<file path="src/rtl/li_expander.sv">
// li_expander -- load-immediate expander.
//
// Turns (rd, 32-bit constant) requests into the shortest RV32I sequence that
// materialises the constant in rd: a single ADDI, a single LUI, or LUI+ADDI.
// A request to x0 produces the canonical NOP.
//
// Ports
//   clk, rst_n           rising-edge clock, asynchronous active-low reset
//   in_valid/in_ready    request handshake
//   in_rd, in_value      destination register and constant (sampled on accept)
//   out_valid/out_ready  instruction-word handshake
//   out_instr            encoded instruction word (registered)
//   out_last             final word of the current sequence (registered)
//   err                  sticky self-check mismatch
//
// Build option
//   LI_EXPANDER_CHECK_EN  when defined, an accumulator replays the emitted words
//                         and sets err if they do not rebuild the captured
//                         value. When undefined, err is tied to 0.
//
// Only DATA_WIDTH == 32 is supported; the field slicing below assumes RV32.

module li_expander #(
  parameter int DATA_WIDTH = 32
) (
  input  logic                  clk,
  input  logic                  rst_n,
  input  logic                  in_valid,
  output logic                  in_ready,
  input  logic [4:0]            in_rd,
  input  logic [DATA_WIDTH-1:0] in_value,
  output logic                  out_valid,
  input  logic                  out_ready,
  output logic [DATA_WIDTH-1:0] out_instr,
  output logic                  out_last,
  output logic                  err
);

  localparam logic [1:0] IDLE   = 2'd0;
  localparam logic [1:0] EMIT_A = 2'd1;
  localparam logic [1:0] EMIT_B = 2'd2;

  localparam logic [6:0]  OP_IMM = 7'b0010011;
  localparam logic [6:0]  OP_LUI = 7'b0110111;
  localparam logic [31:0] NOP    = 32'h0000_0013;

  logic [1:0]  state;
  logic [31:0] pend_instr;   // second word of a LUI+ADDI pair

  logic fire, accept;

  assign fire     = out_valid & out_ready;
  assign in_ready = (state == IDLE) | (fire & out_last);
  assign accept   = in_valid & in_ready;

  // Request decode, evaluated on the raw inputs so the first word can be
  // registered in the accept cycle.
  logic [11:0] lo;
  logic [19:0] hi;
  logic        fits_i;
  logic [31:0] first_w, second_w;
  logic        first_last;

  assign lo = in_value[11:0];
  // ADDI sign-extends lo, so a negative lo borrows one from the upper part;
  // rounding hi up compensates. The add wraps mod 2^20 by design.
  assign hi = in_value[31:12] + {19'd0, in_value[11]};
  assign fits_i = (in_value[31:0] == {{20{lo[11]}}, lo});

  always_comb begin
    first_w    = NOP;
    second_w   = NOP;
    first_last = 1'b1;
    if (in_rd == 5'd0) begin
      first_w = NOP;
    end else if (fits_i) begin
      first_w = {lo, 5'd0, 3'b000, in_rd, OP_IMM};
    end else if (lo == 12'd0) begin
      first_w = {hi, in_rd, OP_LUI};
    end else begin
      first_w    = {hi, in_rd, OP_LUI};
      second_w   = {lo, in_rd, 3'b000, in_rd, OP_IMM};
      first_last = 1'b0;
    end
  end

  always_ff @(posedge clk or negedge rst_n) begin
    if (!rst_n) begin
      state      <= IDLE;
      out_valid  <= 1'b0;
      out_instr  <= '0;
      out_last   <= 1'b0;
      pend_instr <= '0;
    end else if (accept) begin
      // Covers both the idle accept and the accept that overlaps the
      // last-beat handshake of the previous sequence.
      state      <= EMIT_A;
      out_valid  <= 1'b1;
      out_instr  <= first_w;
      out_last   <= first_last;
      pend_instr <= second_w;
    end else begin
      case (state)
        EMIT_A: begin
          if (fire) begin
            if (out_last) begin
              state     <= IDLE;
              out_valid <= 1'b0;
            end else begin
              state     <= EMIT_B;
              out_instr <= pend_instr;
              out_last  <= 1'b1;
            end
          end
        end
        EMIT_B: begin
          if (fire) begin
            state     <= IDLE;
            out_valid <= 1'b0;
          end
        end
        IDLE: ;
        default: begin
          state     <= IDLE;
          out_valid <= 1'b0;
        end
      endcase
    end
  end

`ifdef LI_EXPANDER_CHECK_EN
  // Replays each handshaken word into an accumulator that models the
  // architectural value of rd.
  logic [31:0] cap_value;
  logic [31:0] acc, acc_nxt;
  logic [31:0] imm_sext;
  logic        err_q;

  assign imm_sext = {{20{out_instr[31]}}, out_instr[31:20]};

  always_comb begin
    acc_nxt = acc;
    if (out_instr[6:0] == OP_LUI)
      acc_nxt = {out_instr[31:12], 12'd0};
    else if (out_instr[6:0] == OP_IMM) begin
      if (out_instr[19:15] == 5'd0) acc_nxt = imm_sext;
      else                          acc_nxt = acc + imm_sext;
    end
  end

  always_ff @(posedge clk or negedge rst_n) begin
    if (!rst_n) begin
      cap_value <= '0;
      acc       <= '0;
      err_q     <= 1'b0;
    end else begin
      if (fire) begin
        acc <= acc_nxt;
        // cap_value still holds the finishing request here, even when a new
        // request is accepted in the same cycle.
        if (out_last && (out_instr != NOP) && (acc_nxt != cap_value))
          err_q <= 1'b1;
      end
      if (accept) cap_value <= in_value[31:0];
    end
  end

  assign err = err_q;
`else
  assign err = 1'b0;
`endif

endmodule

</file>
<file path="config.mk">
export PLATFORM = sky130hd
export DESIGN_NAME = li_expander
export DESIGN_NICKNAME = d
export VERILOG_FILES = /design/src/rtl/li_expander.sv
export SDC_FILE = /design/constraint.sdc
export NUM_CORES = 1
export LEC_CHECK = 0
export BUFFER_PORTS_ARGS = -buffer_cell sky130_fd_sc_hd__buf_2
export CORE_MARGIN = 2
export CORE_UTILIZATION = 52
export CTS_CLUSTER_SIZE = 16
export DETAILED_ROUTE_END_ITERATION = 10
export GPL_TIMING_DRIVEN = 1
export PLACE_DENSITY = 0.9
export SLEW_MARGIN = 20
export SYNTH_ARGS = -nofsm -noshare
export SYNTH_HDL_FRONTEND = slang
export SYNTH_SLANG_ARGS = --single-unit
</file>
<file path="constraint.sdc">
create_clock -name clk -period 2.15 [get_ports clk]
set_input_delay 0.1075 -clock clk [delete_from_list [all_inputs] [get_ports clk]]
set_output_delay 0.1075 -clock clk [all_outputs]
set_load 0.05 [all_outputs]
</file>
**Word level (Yosys, flattened, before mapping)**

Cells that the tools add are included.

- Logic and storage cells: 52
- Bits in registers: 68
- Input port bits: 41

- Eq/ne operators: 8
- Reduce and logical (&&, ||, !) cells: 9
- Bitwise logic cells: 4
- $add $sub $neg: 1
- Mux-type cells: 25

Operator list:

| kind | number |
|---|---|
| $mux W32 | 9 |
| $add A20 B1 Y20 | 1 |
| $eq A20 B20 Y1 | 1 |
| $logic_not A12 Y1 | 1 |
| $mux W1 | 10 |
| $ne A3 B3 Y1 const B | 3 |
| $mux W2 | 4 |
| $pmux W2 S3 | 1 |
| $reduce_and A3 Y1 | 2 |
| $logic_not A5 Y1 | 1 |
| $reduce_and A4 Y1 | 1 |
| $reduce_bool A2 Y1 | 2 |
| $and A1 B1 Y1 | 3 |
| $pmux W1 S3 | 1 |
| $eq A2 B1 Y1 const B | 1 |
| $eq A2 B2 Y1 const B | 1 |
| $logic_not A2 Y1 | 1 |
| $ne A2 B1 Y1 const B | 1 |
| $ne A2 B2 Y1 const B | 1 |
| $reduce_and A2 Y1 | 1 |
| $or A1 B1 Y1 | 1 |

**Depth between registers and ports, before layout**

Gate-level depths: netlist (run 1).

- Depth in word-level cells: 6
- Gate-level depth with buffers: 8

**Worst setup path before layout (run 1)**

OpenSTA, ideal clock, no wires.

- Path kind: register -> register
- From: reg out_valid
- To: reg pend_instr[28]
- Cell stages (with the launch flop): 8
- Period minus slack after synthesis: 2.171 ns
- Library setup time: 0.121 ns
- Slack: -0.021 ns
- Path buffers: 2
- Arrival: 2.050 ns
- Cells stage by stage: dfrtp_1 and3_1 o21ai_1 nor2_1 and2_1 buf_6 buf_6 a22o_1

- Cells in the longest elaborated chain, start to end: 4

Ends and longest elaborated chain:

| what | line | source |
|---|---|---|
| start: declaration | 32 | `output logic out_valid,` |
| start signal: assignment | 90 | `out_valid <= 1'b0;` |
| start signal: assignment | 98 | `out_valid <= 1'b1;` |
| start signal: assignment | 108 | `out_valid <= 1'b0;` |
| $and A1 B1 Y1 | 52 | `assign fire = out_valid & out_ready;` |
| $and A1 B1 Y1 | 53 | `assign in_ready = (state == IDLE) \| (fire & out_last);` |
| $or A1 B1 Y1 | 53 |  |
| $and A1 B1 Y1 | 54 | `assign accept = in_valid & in_ready;` |
| end signal: assignment | 101 | `pend_instr <= second_w;` |
| end: declaration | 48 | `logic [31:0] pend_instr;` |

No other way between the ends.
A chain may end at the register's enable or synchronous reset.

**Worst setup path in the final report (run 1)**

- From: reg state[1]
- To: reg out_instr[23]

- Cells in the longest elaborated chain, start to end: 5

Ends and longest elaborated chain:

| what | line | source |
|---|---|---|
| start: declaration | 47 | `logic [1:0] state;` |
| start signal: assignment | 89 | `state <= IDLE;` |
| start signal: assignment | 97 | `state <= EMIT_A;` |
| start signal: assignment | 107 | `state <= IDLE;` |
| $logic_not A2 Y1 | 53 |  |
| $or A1 B1 Y1 | 53 |  |
| $and A1 B1 Y1 | 54 |  |
| $ne A2 B1 Y1 (no source line) or $reduce_bool A2 Y1 (tied branches) | -- |  |
| $reduce_and A3 Y1 (no source line) | -- |  |
| end signal: assignment | 99 | `out_instr <= first_w;` |
| end signal: assignment | 111 | `out_instr <= pend_instr;` |
| end: declaration | 34 | `output logic [DATA_WIDTH-1:0] out_instr,` |

Several ways; a longest one is shown, not always the timed one.

==> results of run 1 <==
per-layer routing:
metal | up-vias | routed length (um)
met5 | - | 0
met4 | 0 | 100
met3 | 9 | 480
met2 | 118 | 3430
met1 | 1227 | 2980
li1 | 1174 | -
area by class of cell:
class	instances	area (um^2)	area share, %
inverter	5	18.8	0.574
sequential	49	1230	37.5
clock inverter	2	37.5	1.15
timing repair buffer	85	458	14.0
clock buffer	6	82.6	2.52
tap	70	87.6	2.68
multi-input combinational	207	1360	41.6
repair_timing:
action | CTS | global route
endpoints found under the hold margin | 27 | 0
endpoints found under the setup margin | 0 | 1
resized for setup | 0 | 1
hold buffers | 1 | 0
cells in the final DEF, fill, tap and decap left out, types with 3 or more instances in the layout:
| master | instances |
|---|---|
| nand3_1 | 11 |
| a21oi_1 | 9 |
| nand2_1 | 16 |
| nand2b_1 | 3 |
| xnor2_1 | 9 |
| o22ai_1 | 9 |
| nor2_1 | 23 |
| mux2i_1 | 19 |
| dfrtp_1 | 49 |
| or4_1 | 4 |
| buf_2 | 73 |
| and3_1 | 3 |
| nor3_1 | 5 |
| o21ai_0 | 22 |
| nor4_1 | 8 |
| buf_4 | 11 |
| a22o_1 | 20 |
| and2_1 | 3 |
| clkbuf_8 | 6 |
| nand4_1 | 7 |
| conb_1 | 3 |
| inv_1 | 5 |
| xor2_1 | 9 |
worst min-delay path, delay by kind of cell:
kind / cells / cell delay [ps]
AND/OR/NAND/NOR: 1 / 40
AO/OA/AOI/OAI: 1 / 60
buffers and inverters: 1 / 100
registers in the layout, summed over array words and instances, names as in the netlist:
register and count:
out_instr 27, state 2, pend_instr 18, out_last 1, out_valid 1
kinds of logic (layout without fill, tap and decap cells):
family	after synthesis	after routing	share of synthesized area, %
buf+inv	27	98	5.57
mux	19	19	6.99
xor+xnor	18	18	5.80
fa+ha+maj	2	2	0.920
compound gates	75	75	18.6
simple gates	90	90	16.9
flops	49	49	45.1
other cells	1	3	0.138
where the power goes:
part           internal (mW)  switching, mW
sequential             0.922        0.00122
clock                  0.378          0.310
combinational         0.0584          0.106
total                   1.36          0.417
per-stage QoR:
stage               instance area, um^2  hold WS [ps]  total power, mW  setup WS [ps]
global placement                   3140           166             1.10            255
finish                             3270          39.0             1.78            211
floorplan                          2730          -188             1.01            122
global route                       3270          52.1             1.83            119
CTS                                3270          35.5             1.78            137
detailed placement                 3140           165             1.10            177
worst paths after layout:
check,cells after the start,startpoint,endpoint
max,5,state[1]$_DFFE_PN0P_,out_instr[23]$_DFFE_PN0P_
min in group asynchronous,2,rst_n,out_instr[27]$_DFFE_PN0P_
min reg2reg,1,pend_instr[4]$_DFFE_PN0N_,pend_instr[4]$_DFFE_PN0N_
min,3,in_rd[2],out_instr[9]$_DFFE_PN0P_
max reg2reg,5,state[1]$_DFFE_PN0P_,out_instr[23]$_DFFE_PN0P_
max in group asynchronous,3,rst_n,out_instr[18]$_DFFE_PN0P_
==> impl_metrics.csv, run 1 <==
group,metric,value,unit
outcome,status,"complete, no violations",
cts,cts_root_buf,"clkbuf_8",
cts,cts_tree,"yes",
placement,place.gp.congestion,0.856,
final_layout,areaGrowthSynthToFinish,20.3,%
logic_synthesis,yosysTopAreaCellShare,45.1,%
final_layout,layout.nets,396,
critical_path,critical_path.top_delay_family,"simple AND/OR/NAND/NOR gates",
floorplan,pin_count,77,
critical_path,start_kind,"register",
floorplan,chipWidth,76.3,um
global_route,top_usage_layer,"met2",
run,cap_violations,0,
drt,ant_nets,0,
power_and_ir_drop,power_density,543,nW/um^2
logic_synthesis,synth_edf_count,0,
logic_synthesis,synthTopCellsByArea,"dfrtp_1 45%, mux2i_1 7.0%, a22o_1 6.4%",
critical_path,crit_required,2340,ps
global_route,first_global_vias,2356,
cts,clk_pin_slew_worst_paths,90,ps
global_route,use_met1,32.8,%
logic_synthesis,netlist_top_cells_count,"49 x dfrtp_1, 23 x nor2_1, 22 x o21ai_0",
placement,hpwl,5.24,mm
global_route,use_met3,4.27,%
global_route,grt_max_degree,33,
logic_synthesis,ys_ff_latch,49,
drt,remaining_drc_errors,0,
cts,post_cts_buffers,0,
logic_synthesis,synth_top_cell_by_area,"dfrtp_1",
logic_synthesis,synth_most_common_cell,"dfrtp_1",
logic_synthesis,yosysSeqAreaShare,45.1,%
critical_path,critical_path_arrival,2130,ps
critical_path,crit_path_cell_trace,"nand2b_1 -> or3_1 -> buf_4 -> o21ai_0 -> o22ai_1",
sta,period_share,90.2,%
logic_synthesis,synthCells,281,
logic_synthesis,synthDistinctLibCells,43,
sta,fin_tns_setup,0,ps
sta,rsz0062_at_grt,"false",
cts,htreeDepth,2,
placement,io_buffers,73,
sta,clock.fmax,516,MHz
critical_path,regToRegSetupSlack,210,ps
sta,setup_viol,0,
drt,drtIter0Drc,269,
critical_path,crit_fanout,16,
floorplan,start_util,53.6,%
global_route,gr-usage-all-layers,24.7,%
critical_path,critPathMaxStageDelay,520,ps
cts,cts_buffer_depth,2,
sta,worstMarginPinSlew,639,ps
power_and_ir_drop,ir_drop,247,uV
logic_synthesis,postSynthAreaPerCell,9.68,um^2
final_layout,drive_above_1_share,28.2,%
sta,slew_violations,0,
placement,dp.cells,415,
final_layout,num-fill-cells,442,
critical_path,critPathBufInv,1,
global_route,use_met2,40.4,%
drt,vias,2528,
cts,cts_buffers,5,
final_layout,fin_util,64.5,%
sta,hold_viol,0,
final_layout,final_cells,424,
final_layout,diodes,0,
logic_synthesis,ys.flop_type,"dfrtp_1",
global_route,grt_pass1_wl,11.3,mm
logic_synthesis,syn_area,2720,um^2
global_route,antenna_found_initial,0,
drt,routed_wl,6.99,mm
cts,clock-sinks,49,
logic_synthesis,synthArstFlopShare,100,%
sta,clock_skew,8.42,ps
critical_path,cp_slowest_cell,"or3_1",
floorplan,fp.dieH,76.3,um
floorplan,design.die.area,5820,um^2
floorplan,rows,26,
floorplan,core,5070,um^2
logic_synthesis,ys.warnings.count,0,
critical_path,worst_setup_path_end_kind,"register",
sta,relSlewSlack,57.4,%
power_and_ir_drop,leakage,1.77,nW
global_route,overflow,0,
sta,period_minus_slack,1940,ps
drt,via_per_inst,5.96,
drt,drt_pass1_iterations,5,
drt,wire_per_inst,16.5,um
critical_path,path_class,"reg -> reg",
cts,clock_latency,310,ps
min_path,hp-class,"in -> reg",
No activity file was read; power rests on OpenSTA's default activity.
==> inputs of run 2 (changes only) <==
Settings changed: CELL_PAD_IN_SITES_DETAIL_PLACEMENT set to 1, CELL_PAD_IN_SITES_GLOBAL_PLACEMENT set to 1, CORE_UTILIZATION 52 to 39.
==> run 2 against run 1 <==
Total power fell by 7.9%. Register-to-register slack got worse by 30 ps. Wire length is 16% higher. Combinational power is 3% higher. Clock skew down 2.3 ps. Via count down 1.4%. Maximum frequency decreased by 1.4%. Sequential share of layout area increased by 0.17 points. Global-route usage down 2.6 points. Non-clock buffer count increased by 2. Critical path depth is the same. Final cell count increased by 2.8%. Critical endpoint is now out_instr[21]$_DFFE_PN0P_.
==> impl_metrics.csv, run 2 (synthesized netlist as in run 1, its figures left out) <==
group,metric,value,unit
outcome,status,"complete, no violations",
power_and_ir_drop,power_density,502,nW/um^2
critical_path,critPathMaxStageDelay,590,ps
drt,drtIter0Drc,121,
power_and_ir_drop,p_seq_share,56.5,%
final_layout,top_regs,"out_instr (27), pend_instr (18), state (2)",
cts,clock_latency,310,ps
power_and_ir_drop,swShare,25.9,%
cts,clk_pin_slew_worst_paths,90,ps
cts,cts_hold_buf,1,
floorplan,design.die.area,7660,um^2
cts,cts_tree,"yes",
cts,htreeDepth,2,
min_path,hp-class,"in -> reg",
critical_path,regToRegSetupSlack,180,ps
power_and_ir_drop,clock_power_share,33.1,%
final_layout,drive_above_1_share,27.5,%
sta,period_share,91.4,%
drt,drt_pass1_iterations,4,
final_layout,layout.nets,398,
run,cap_violations,0,
sta,clock_skew,6.09,ps
critical_path,worst_setup_path_end_kind,"register",
final_layout,areaGrowthSynthToFinish,19.8,%
sta,clock.fmax,509,MHz
drt,ant_nets,0,
drt,remaining_drc_errors,0,
floorplan,pin_count,77,
global_route,first_global_vias,2596,
final_layout,diodes,0,
critical_path,path_class,"reg -> reg",
min_path,holdPathStages,3,
global_route,antenna_found_initial,0,
final_layout,final_cell_mix,"73 x buf_2, 49 x dfrtp_1, 23 x nor2_1",
power_and_ir_drop,p_comb_share,10.4,%
critical_path,critical_path_arrival,2150,ps
power_and_ir_drop,p_total,1.63,mW
floorplan,fp.dieH,87.5,um
cts,post_cts_buffers,0,
final_layout,fin_util,48.2,%
power_and_ir_drop,intPower,1.21,mW
critical_path,start_kind,"register",
cts,clock-sinks,49,
sta,worstMarginPinSlew,674,ps
final_layout,final_common_cell,"buf_2",
sta,period_minus_slack,1970,ps
critical_path,crit_fanout,14,
sta,holdWs,51.5,ps
final_layout,num-fill-cells,823,
critical_path,reg2reg_depth,5,
critical_path,worstReg2RegEnd,"out_instr[21]$_DFFE_PN0P_",
floorplan,rows,30,
drt,via_per_inst,5.72,
drt,vias,2493,
placement,hpwl,6.11,mm
cts,cts_root_buf,"clkbuf_8",
floorplan,start_util,40.2,%
critical_path,crit_path_cell_trace,"nand2b_1 -> or3_1 -> buf_4 -> o21ai_0 -> o22ai_1",
sta,rsz0062_at_grt,"false",
drt,wire_per_inst,18.6,um
final_layout,finalInstanceArea,3260,um^2
power_and_ir_drop,ir_drop,257,uV
cts,cts_buffer_depth,2,
critical_path,r2r_start,"state[1]$_DFFE_PN0P_",
sta,hold_viol,0,
global_route,grt_max_degree,50,
min_path,whs_endpoint,"out_instr[9]$_DFFE_PN0P_",
global_route,overflow,0,
cts,cts_buffers,5,
placement,io_buffers,73,
power_and_ir_drop,switchingPower,0.423,mW
final_layout,largest_reg_flops,27,
floorplan,core,6760,um^2
cts,ctsResizeCount,0,
critical_path,crit_required,2330,ps
final_layout,regMostFlops,"out_instr",
placement,placed_area,3170,um^2
placement,place.gp.congestion,0.831,
sta,slew_violations,0,
drt,routed_wl,8.12,mm
min_path,hold_path_startpoint,"in_rd[2]",
floorplan,chipWidth,87.5,um
power_and_ir_drop,leakage,1.77,nW
critical_path,cp_slowest_cell,"or3_1",
sta,relSlewSlack,55.0,%
global_route,gr-usage-all-layers,22.1,%
global_route,grt_pass1_wl,13.0,mm
sta,setup_viol,0,
sta,fin_tns_setup,0,ps
==> run 2: cell count changes in the layout (fill, tap and decap cells not counted) <==
cell,before,now
buf_4,11,13
bufinv_16,1,0
clkbuf_1,0,3
clkbuf_8,6,5
clkinvlp_4,1,0
nand2_1,16,17
nand2_2,1,0
==> run 2: power by group through the flow <==
stage / clock network [mW] / registers [mW] / logic [mW]
after floorplan: 0 / 0.945 / 0.0653
after global placement: 0 / 0.941 / 0.161
after detailed placement: 0 / 0.941 / 0.167
after CTS: 0.549 / 0.923 / 0.169
after global routing: 0.580 / 0.923 / 0.186
final: 0.542 / 0.923 / 0.170
==> run 2: worst max path at each step <==
stage / startpoint / endpoint / slack [ps] / depth (start not counted)
2_1_floorplan: out_valid$_DFFE_PN0P_ / pend_instr[28]$_DFFE_PN0N_ / 120 / 7
3_3_place_gp: in_value[20] / pend_instr[18]$_DFFE_PN0N_ / 180 / 7
3_5_place_dp: in_value[24] / pend_instr[18]$_DFFE_PN0N_ / 140 / 7
4_1_cts: state[1]$_DFFE_PN0P_ / out_instr[31]$_DFFE_PN0P_ / 240 / 6
5_1_grt: out_valid$_DFFE_PN0P_ / out_instr[21]$_DFFE_PN0P_ / 130 / 7
6_report: state[1]$_DFFE_PN0P_ / out_instr[21]$_DFFE_PN0P_ / 180 / 5
==> run 2: per-layer routing <==
| layer | up-vias | wire length, um | GRT usage [%] |
|---|---|---|---|
| met1 | 1238 | 3610 | 28.9 |
| met2 | 74 | 4000 | 37.7 |
| met5 | - | 0 | 0 |
| li1 | 1172 | - | - |
| met3 | 9 | 390 | 3.13 |
| met4 | 0 | 121 | 7.13 |
==> run 2: critical path: cells and delay by family (launching register included) <==
family / cells / cell delay [ps]
and+or+nand+nor: 2 / 770
buffers and inverters: 1 / 290
AOI/OAI and AO/OA: 2 / 340
DFF: 1 / 440
==> run 2: cell type report <==
| class | instances | area [um^2] | share of cell area (%) |
|---|---|---|---|
| sequential | 49 | 1230 | 37.6 |
| inverter | 5 | 18.8 | 0.576 |
| clock buffer | 8 | 80.1 | 2.46 |
| multi-input combinational | 207 | 1360 | 41.7 |
| tap | 80 | 100 | 3.07 |
| timing repair buffer | 87 | 473 | 14.5 |
==> run 2: stage by stage <==
stage | instances | setup WS, ps
after detailed placement | 427 | 142
after global routing | 436 | 130
after floorplan | 283 | 122
final | 436 | 184
after CTS | 436 | 241
after global placement | 427 | 175
==> inputs of run 3 (changes only) <==
Settings changed: CORE_UTILIZATION 39 to 35, PLACE_DENSITY 0.9 to 0.85.
Clock period 2.15 ns to 1.8 ns, I/O delays scaled along.
==> run 3 against run 2 <==
Non-clock buffer count is 29 higher. Utilization is 1.8 points lower. Clock-buffer cell count is 3 lower. Critical endpoint is now pend_instr[23]$_DFFE_PN0N_.
==> impl_metrics.csv, run 3 (synthesized netlist as in run 1, its figures left out) <==
group,metric,value,unit
global_route,gr-usage-all-layers,20.2,%
placement,io_buffers,73,
final_layout,final_common_cell,"buf_2",
final_layout,diodes,0,
critical_path,start_kind,"register",
sta,hold_viol,0,
final_layout,final_cells,487,
cts,post_cts_buffers,0,
final_layout,drive_above_1_share,34.8,%
cts,clock-sinks,49,
final_layout,top_regs,"out_instr (27), pend_instr (18), state (2)",
drt,routed_wl,8.27,mm
cts,clock_latency,320,ps
final_layout,fin_util,46.4,%
placement,placed_area,3420,um^2
placement,dp.cells,478,
final_layout,layout.nets,427,
sta,rsz0062_at_grt,"false",
floorplan,start_util,35.7,%
sta,period_share,91.1,%
floorplan,fp.dieH,92.1,um
global_route,antenna_found_initial,0,
cts,cts_tree,"yes",
drt,remaining_drc_errors,0,
sta,clock_skew,7.45,ps
critical_path,crit_fanout,9,
global_route,overflow,0,
critical_path,path_class,"reg -> reg",
floorplan,chipWidth,92.1,um
sta,slew_violations,0,
cts,clk_pin_slew_worst_paths,90,ps
critical_path,critPathMaxStageDelay,440,ps
min_path,hp-class,"in -> reg",
critical_path,worst_setup_path_end_kind,"register",
critical_path,cp_slowest_cell,"dfrtp_2",
outcome,status,"complete, no violations",
power_and_ir_drop,ir_drop,236,uV
drt,vias,2602,
floorplan,rows,32,
run,cap_violations,0,
power_and_ir_drop,leakage,1.91,nW
cts,cts_buffers,5,
final_layout,finalInstanceArea,3530,um^2
cts,cts_root_buf,"clkbuf_8",
critical_path,critical_path_arrival,1850,ps
floorplan,core,7610,um^2
floorplan,pin_count,77,
placement,hpwl,6.60,mm
cts,htreeDepth,2,
sta,period_minus_slack,1640,ps
sta,clock.fmax,610,MHz
floorplan,design.die.area,8490,um^2
global_route,grt_max_degree,20,
drt,wire_per_inst,17.0,um
drt,via_per_inst,5.34,
final_layout,areaGrowthSynthToFinish,29.8,%
critical_path,crit_required,2010,ps
global_route,first_global_vias,2698,
final_layout,final_cell_mix,"73 x buf_2, 47 x dfrtp_1, 42 x buf_4",
power_and_ir_drop,p_total,2.02,mW
final_layout,largest_reg_flops,27,
global_route,grt_pass1_wl,13.7,mm
cts,cts_buffer_depth,2,
drt,drt_pass1_iterations,4,
drt,ant_nets,0,
sta,setup_viol,0,
critical_path,crit_path_cell_trace,"and3_1 -> o21ai_4 -> nor2_2 -> and2_1 -> buf_4 -> a22o_1",
power_and_ir_drop,power_density,572,nW/um^2
placement,place.gp.congestion,0.870,
drt,drtIter0Drc,118,
final_layout,regMostFlops,"out_instr",
-- run 3: cell count changes in the layout (fill, tap and decap cells not counted), moves of 2 or more --
cell,previous run,this run
buf_4,13,42
clkbuf_1,3,0
dfrtp_1,49,47
dfrtp_2,0,2
-- run 3: critical path: cells and delay by family (launching register included) --
| kind | cells | cell delay, ps |
|---|---|---|
| flip-flops | 1 | 440 |
| buffers and inverters | 1 | 180 |
| AO/OA/AOI/OAI | 2 | 410 |
| AND/OR/NAND/NOR | 3 | 500 |
-- run 3: what timing repair did --
item	CTS	global route
endpoints found under the hold margin	15	0
hold buffers	1	0
endpoints found under the setup margin	0	4
gates resized for setup	0	1
-- run 3: final cells by class --
cell class	count	area (um^2)
well taps	102	128
clock inverters	3	21.3
inverters	5	18.8
multi-input cells	207	1370
clock buffers	5	68.8
repair buffers	116	691
flip-flops and latches	49	1230
fillers	907	4080
-- run 3: final timing paths --
kind | start | end | slack (ps) | cells after the start
worst max-delay path | out_valid$_DFFE_PN0P_ | pend_instr[23]$_DFFE_PN0N_ | 160 | 6
worst min register to register | pend_instr[22]$_DFFE_PN0N_ | pend_instr[22]$_DFFE_PN0N_ | 510 | 1
max in group asynchronous | rst_n | pend_instr[20]$_DFFE_PN0N_ | 970 | 3
worst max register to register | out_valid$_DFFE_PN0P_ | pend_instr[23]$_DFFE_PN0N_ | 160 | 6
min in group asynchronous | rst_n | out_instr[22]$_DFFE_PN0P_ | 220 | 2
worst min-delay path | in_rd[1] | pend_instr[16]$_DFFE_PN0N_ | 30 | 2
-- run 3: layer usage --
layer | part of all wire [%] | global-route usage [%] | up-vias
met3 | 3.5 | 2.22 | 12
met1 | 45 | 26.4 | 1302
met5 | 0 | 0 | -
met4 | 1.6 | 6.97 | 0
li1 | - | - | 1227
met2 | 50 | 34.9 | 61
-- run 3: power breakdown --
part | internal (mW) | switching [mW] | leakage, nW
clock | 0.277 | 0.410 | 0.0445
combinational | 0.0905 | 0.140 | 1.19
sequential | 1.10 | 0.00166 | 0.675
total | 1.47 | 0.551 | 1.91
-- run 3: stage by stage --
| step | hold slack, ps | setup slack [ps] | TNS [ps] |
|---|---|---|---|
| floorplan | -206 | 4.35 | 0 |
| global placement | 27.8 | -69.2 | -795 |
| detailed placement | 41.6 | -138 | -2540 |
| CTS | 21.6 | 65.3 | 0 |
| global route | 32.9 | 54.4 | 0 |
| finish | 27.5 | 161 | 0 |
